--- config.mk ---
export PLATFORM = sky130hd
export DESIGN_NAME = wc_stream_driver
export DESIGN_NICKNAME = d
export VERILOG_FILES = /design/src/rtl/wc_pkg.sv /design/src/rtl/wc_result_fifo.sv /design/src/rtl/wc_stream_driver.sv
export SDC_FILE = /design/constraint.sdc
export NUM_CORES = 1
export LEC_CHECK = 0
export ABC_AREA = 1
export ABC_CLOCK_PERIOD_IN_PS = 2400
export BUFFER_PORTS_ARGS = -buffer_cell sky130_fd_sc_hd__buf_2
export CAP_MARGIN = 20
export CORE_UTILIZATION = 48
export CTS_CLUSTER_DIAMETER = 80
export DETAILED_ROUTE_END_ITERATION = 16
export HOLD_SLACK_MARGIN = 0.03
export PLACE_DENSITY_LB_ADDON = 0.25
export SLEW_MARGIN = 20
export SYNTH_ARGS = -nofsm -noshare
export SYNTH_HDL_FRONTEND = slang
export SYNTH_SLANG_ARGS = --single-unit
--- constraint.sdc ---
create_clock -name clk -period 2.4 [get_ports clk]
set_input_delay 0 -clock clk [delete_from_list [all_inputs] [get_ports clk]]
set_output_delay 0 -clock clk [all_outputs]
set_load 0.01 [all_outputs]
--- src/rtl/wc_pkg.sv ---
// wc_pkg: WC core lane geometry shared by the core, the chip top and the stream driver.
package wc_pkg;
    localparam int LANES = 10;
    localparam int D_W = 7;
    localparam int Z_W = 3;
    localparam int D_BUS_W = LANES * D_W;
    localparam int Z_BUS_W = LANES * Z_W;
endpackage

--- src/rtl/wc_result_fifo.sv ---
// wc_result_fifo: synchronous first-word-fall-through result FIFO with occupancy count.
module wc_result_fifo #(
    parameter int W = 30,
    parameter int DEPTH = 4
) (
    input  logic                       clk,
    input  logic                       rst,
    input  logic                       push,
    input  logic                       pop,
    input  logic [W-1:0]               wdata,
    output logic [W-1:0]               rdata,
    output logic                       empty,
    output logic                       full,
    output logic [$clog2(DEPTH):0]     count
);
    localparam int AW = $clog2(DEPTH);
    localparam int CW = AW + 1;
    logic [W-1:0] mem [DEPTH];
    logic [AW-1:0] wr_ptr, rd_ptr;
    logic do_push, do_pop;
    assign empty = count == '0;
    assign full = count == CW'(DEPTH);
    assign do_pop = pop && !empty;
    // A push into a full FIFO is only legal when the head leaves on the same edge.
    assign do_push = push && (!full || do_pop);
    assign rdata = empty ? '0 : mem[rd_ptr];
    always_ff @(posedge clk) begin
        if (do_push) mem[wr_ptr] <= wdata;
    end
    always_ff @(posedge clk or posedge rst) begin
        if (rst) begin
            wr_ptr <= '0;
            rd_ptr <= '0;
            count <= '0;
        end else begin
            assert (!(push && full && !do_pop));
            if (do_push) wr_ptr <= wr_ptr + 1'b1;
            if (do_pop) rd_ptr <= rd_ptr + 1'b1;
            count <= count + CW'(do_push) - CW'(do_pop);
        end
    end
endmodule

--- src/rtl/wc_stream_driver.sv ---
// wc_stream_driver: credit-gated driver that issues tiles to the WC core and
// collects each tile's Z result, in acceptance order, into a result FIFO.
module wc_stream_driver
    import wc_pkg::*;
#(
    parameter int CORE_LAT = 3,
    parameter int DEPTH = 4
) (
    input  logic               clk,
    input  logic               rst,
    input  logic               s_valid,
    output logic               s_ready,
    input  logic [D_BUS_W-1:0] s_data,
    output logic [D_BUS_W-1:0] core_D,
    input  logic [Z_BUS_W-1:0] core_Z,
    output logic               m_valid,
    input  logic               m_ready,
    output logic [Z_BUS_W-1:0] m_data,
    output logic               busy
);
    localparam int CW = $clog2(DEPTH) + 1;
    logic [CORE_LAT-1:0] tag;
    logic [CW-1:0] inflight, fifo_count;
    logic [CW:0] credits_used;
    logic fire, capture, fifo_empty;
    // Every accepted tile holds a FIFO slot from issue until it is popped.
    assign credits_used = {1'b0, inflight} + {1'b0, fifo_count};
    assign s_ready = !rst && credits_used < (CW + 1)'(DEPTH);
    assign fire = s_valid && s_ready;
    assign capture = tag[CORE_LAT-1];
    assign m_valid = !fifo_empty;
    assign busy = inflight != '0 || !fifo_empty;
    always_ff @(posedge clk or posedge rst) begin
        if (rst) begin
            core_D <= '0;
            tag <= '0;
            inflight <= '0;
        end else begin
            core_D <= fire ? s_data : '0;
            tag <= CORE_LAT'({tag, fire});
            inflight <= inflight + CW'(fire) - CW'(capture);
        end
    end
    wc_result_fifo #(.W(Z_BUS_W), .DEPTH(DEPTH)) u_fifo (
        .clk(clk),
        .rst(rst),
        .push(capture),
        .pop(m_ready),
        .wdata(core_Z),
        .rdata(m_data),
        .empty(fifo_empty),
        .full(),
        .count(fifo_count)
    );
endmodule

==> impl_summary.log <==
[metrics] number of antenna violations at the first check in global routing: 0
[metrics] outcome: finished clean
[metrics] area fraction in compound gates after synthesis: 1.86%
[metrics] all-layer global routing usage: 22.4%
[metrics] die span in y: 134 um
[metrics] Worst slew margin: 46.1%
[metrics] crit path DAT: 2.58 ns
[metrics] Slew @ Worst Pin: 0.809 ns
[metrics] Layout Skew: 0.00543 ns
[metrics] post-route worst hold slack: 0.126 ns
[metrics] clock tree buffer depth: 3
[metrics] Crit path required time: 2.79 ns
[metrics] count of input and output buffers: 206
[metrics] cell count after synthesis: 777
[metrics] class of the most critical hold timing path: input pin to flop
[metrics] Antenna Cells: 0
[metrics] clock-pin slew on the worst setup and hold paths: 0.06 ns
[metrics] Static Leakage: 0.00588 uW
[metrics] # nets final: 1211
[metrics] clock network latency to the later pin of the worst-skew pair: 0.50 ns
[metrics] peak ir drop on the vdd network: 607 uV
[metrics] Setup CP Type: flop to flop
[metrics] proportion of power drawn by the clock network: 29.3%
[metrics] Floorplan Core Area: 16800 um^2
[metrics] Synthesis Warnings: 0
[metrics] first-pass detailed-route iteration total: 4
[metrics] die outline area: 17900 um^2
[metrics] buffer type at the clock tree root: sky130_fd_sc_hd__clkbuf_16
[metrics] endpoint type of the worst setup path: flop
[metrics] minimum clock period: 2.19 ns
[metrics] global route overflow: 0
[metrics] row count: 47
[metrics] share of the yosys chip area belonging to registers: 68.0%
[metrics] Syn Nets: 893
[metrics] Synth Area in XOR/XNOR: 0.315%
[metrics] Final Slew Violations: 0
[metrics] maximum fanout count along the critical path: 3
[metrics] Cell Chain, Critical Path: ha_1 -> nor2_1 -> nand4_4 -> ha_1 -> inv_1 -> ha_1 -> inv_1 -> fa_1 -> inv_1
[metrics] synth-to-layout area growth: 36.4%
[metrics] clock buffer count from CTS: 22
[metrics] total detailed-routing wirelength: 19700 um
[metrics] maximum number of pins on one net before global-route repair: 72
[metrics] maximum frequency from static timing analysis: 0.457 GHz
[metrics] share of total power in combinational logic: 32.5%
[metrics] horizontal die dimension: 134 um
[metrics] cell area after layout: 11400 um^2
[metrics] Syn Std Cell Area: 8350 um^2
[metrics] vias per cell: 4.53
[metrics] Ports: 207
[metrics] via count: 6019
[metrics] count of endpoints failing setup in the final report: 0
[metrics] average footprint of a synthesized cell: 10.8 um^2
[metrics] ANT nets after route: 0
[metrics] via count of the first global-routing pass: 6204
[metrics] utilization after layout: 68.0%
[metrics] placement-stage cell area: 9660 um^2
[metrics] Net Sw Frac: 33.4%
[metrics] WL per Instance: 14.9 um
[metrics] clock tree from TritonCTS: yes
[metrics] fraction of final layout cells with drive strength greater than 1: 29.5%
[metrics] number of distinct library cells after synthesis: 19
[metrics] initial core utilization: 49.8%
[metrics] share of the cycle needed by the critical path after routing: 91.1%
[metrics] number of levels in the clock H-tree: 1
[metrics] register bit total from synthesis: 203
[metrics] longest individual stage delay on the worst path: 0.48 ns
[metrics] part of the total power dissipated in sequential elements: 38.2%
[metrics] CP startpoint kind: flop
[metrics] initial drt markers: 265
[metrics] Num Clock Sinks: 203
[metrics] half-perimeter wire length after placement: 11000 um
[metrics] combinational family with the most area after synthesis: simple AND/OR/NAND/NOR gates
[metrics] highest-delay cell along the critical path: sky130_fd_sc_hd__fa_1
[metrics] internal power contribution: 7500 uW
[metrics] first-pass GRT wire length: 30900 um
[metrics] number of remaining DRC errors: 0
[metrics] setup repair after global routing missed its margin: false
[metrics] Hold Violations, Final: 0
[metrics] total of max-cap violations: 0
[metrics] net switching component of the power: 3750 uW
[metrics] last weighted congestion value of the routability-driven placer: 0.760
[metrics] setup bufs post-CTS: 0
[metrics] share of cell area taken by muxes after synthesis: 0%
[metrics] Adder-Cell Fraction of Synth Area: 1.98%
[metrics] Power per Cell Area: 987 nW/um^2
[metrics] simple-gate share of the synthesized area: 15.9%
power groups by stage:
stage | Sequential (uW) | Combinational (uW) | Clock [uW]
global placement | 4340 | 3480 | 0
global route | 4330 | 4060 | 3480
finish | 4300 | 3650 | 3300
CTS | 4290 | 3690 | 3370
floorplan | 4430 | 2180 | 0
detailed placement | 4350 | 3540 | 0
layer usage:
layer	GRT usage, %	share of wire (%)	vias to the layer above
met1	25.7	39	2819
met2	40.4	51	195
met4	6.82	2.4	0
met5	0	0	-
li1	-	-	2969
met3	6.39	7.7	36
Yosys cell counts (all sizes together):
library cell	number	share of area [%]
a21oi	30	1.8
buf	24	2.0
clkbuf	6	0.27
dfrtp	83	25
edfxtp	120	43
fa	2	0.48
ha	10	1.5
inv	215	9.7
nand2	139	6.2
nand3	64	3.8
nand4	1	0.25
nor2	78	5.5
nor3	1	0.060
o21ai	1	0.060
xnor2	3	0.31
kinds of logic after synthesis:
family | count (synthesis)
AND/OR/NAND/NOR | 283
XOR/XNOR | 3
adder cells (fa/ha/maj) | 12
flip-flops | 203
AO/OA/AOI/OAI | 31
buffers and inverters | 245
registers in the layout (all words and copies together), names as in the netlist:
register and flops:
tag 3, u_fifo.mem 120, u_fifo.count 3, core_D 70
u_fifo.wr_ptr 2, inflight 3, u_fifo.rd_ptr 2
cell type report:
class                           count  area [um^2]
Multi-Input combinational cell    329         1710
Timing Repair Buffer              324         2210
Clock buffer                       32          629
Clock inverter                      6         77.6
Sequential cell                   203         5680
Inverter                          215          808
Tap cell                          220          275
Fill cell                        1240         5370
stage by stage:
stage / setup TNS [ns] / std cells / total power [uW] / setup WS [ns]
after floorplan: -0.995 / 777 / 6610 / -0.00829
after global placement: 0 / 1189 / 7820 / 0.287
after detailed placement: 0 / 1189 / 7890 / 0.230
after CTS: 0 / 1329 / 11400 / 0.207
after global routing: 0 / 1329 / 11900 / 0.0352
final: 0 / 1329 / 11200 / 0.213
cell usage in the layout (no fill, tap or decap), types with 2 or more instances in the layout:
cell type	count
sky130_fd_sc_hd__nand2_1	139
sky130_fd_sc_hd__dlygate4sd3_1	102
sky130_fd_sc_hd__buf_4	12
sky130_fd_sc_hd__clkinv_1	2
sky130_fd_sc_hd__edfxtp_1	120
sky130_fd_sc_hd__nor2_1	6
sky130_fd_sc_hd__nand3_1	64
sky130_fd_sc_hd__nor2_2	68
sky130_fd_sc_hd__clkbuf_1	7
sky130_fd_sc_hd__fa_1	2
sky130_fd_sc_hd__buf_2	206
sky130_fd_sc_hd__xnor2_1	3
sky130_fd_sc_hd__clkbuf_16	23
sky130_fd_sc_hd__buf_12	3
sky130_fd_sc_hd__bufinv_16	2
sky130_fd_sc_hd__inv_1	213
sky130_fd_sc_hd__dfrtp_1	82
sky130_fd_sc_hd__clkbuf_8	2
sky130_fd_sc_hd__nor2_4	4
sky130_fd_sc_hd__a21oi_1	30
sky130_fd_sc_hd__clkinv_2	3
sky130_fd_sc_hd__ha_1	10
critical path: cells and delay by family (launching register included):
| family | cells | cell delay [ns] |
|---|---|---|
| adders and majority gates | 4 | 1.19 |
| and+or+nand+nor | 2 | 0.34 |
| DFF | 1 | 0.40 |
| buffers and inverters | 3 | 0.15 |
final timing paths:
check | from | to | slack (ns) | cells after the start
hold reg to reg | tag[1]$_DFF_PP0_ | tag[2]$_DFF_PP0_ | 0.35 | 0
setup reg to reg | inflight[2]$_DFF_PP0_ | inflight[1]$_DFF_PP0_ | 0.21 | 9
hold / removal | s_valid | inflight[0]$_DFF_PP0_ | 0.13 | 5
setup / recovery | inflight[2]$_DFF_PP0_ | inflight[1]$_DFF_PP0_ | 0.21 | 9
max in group asynchronous | rst | core_D[31]$_DFF_PP0_ | 1.59 | 4
min in group asynchronous | rst | core_D[64]$_DFF_PP0_ | 0.15 | 3
repair_timing:
| item | 4_1_cts | 5_1_grt |
|---|---|---|
| hold buffers | 102 | 0 |
| gates resized for setup | 0 | 0 |
| endpoints found under the hold margin | 230 | 0 |
Note: power is estimated with default switching activity, not from simulation.
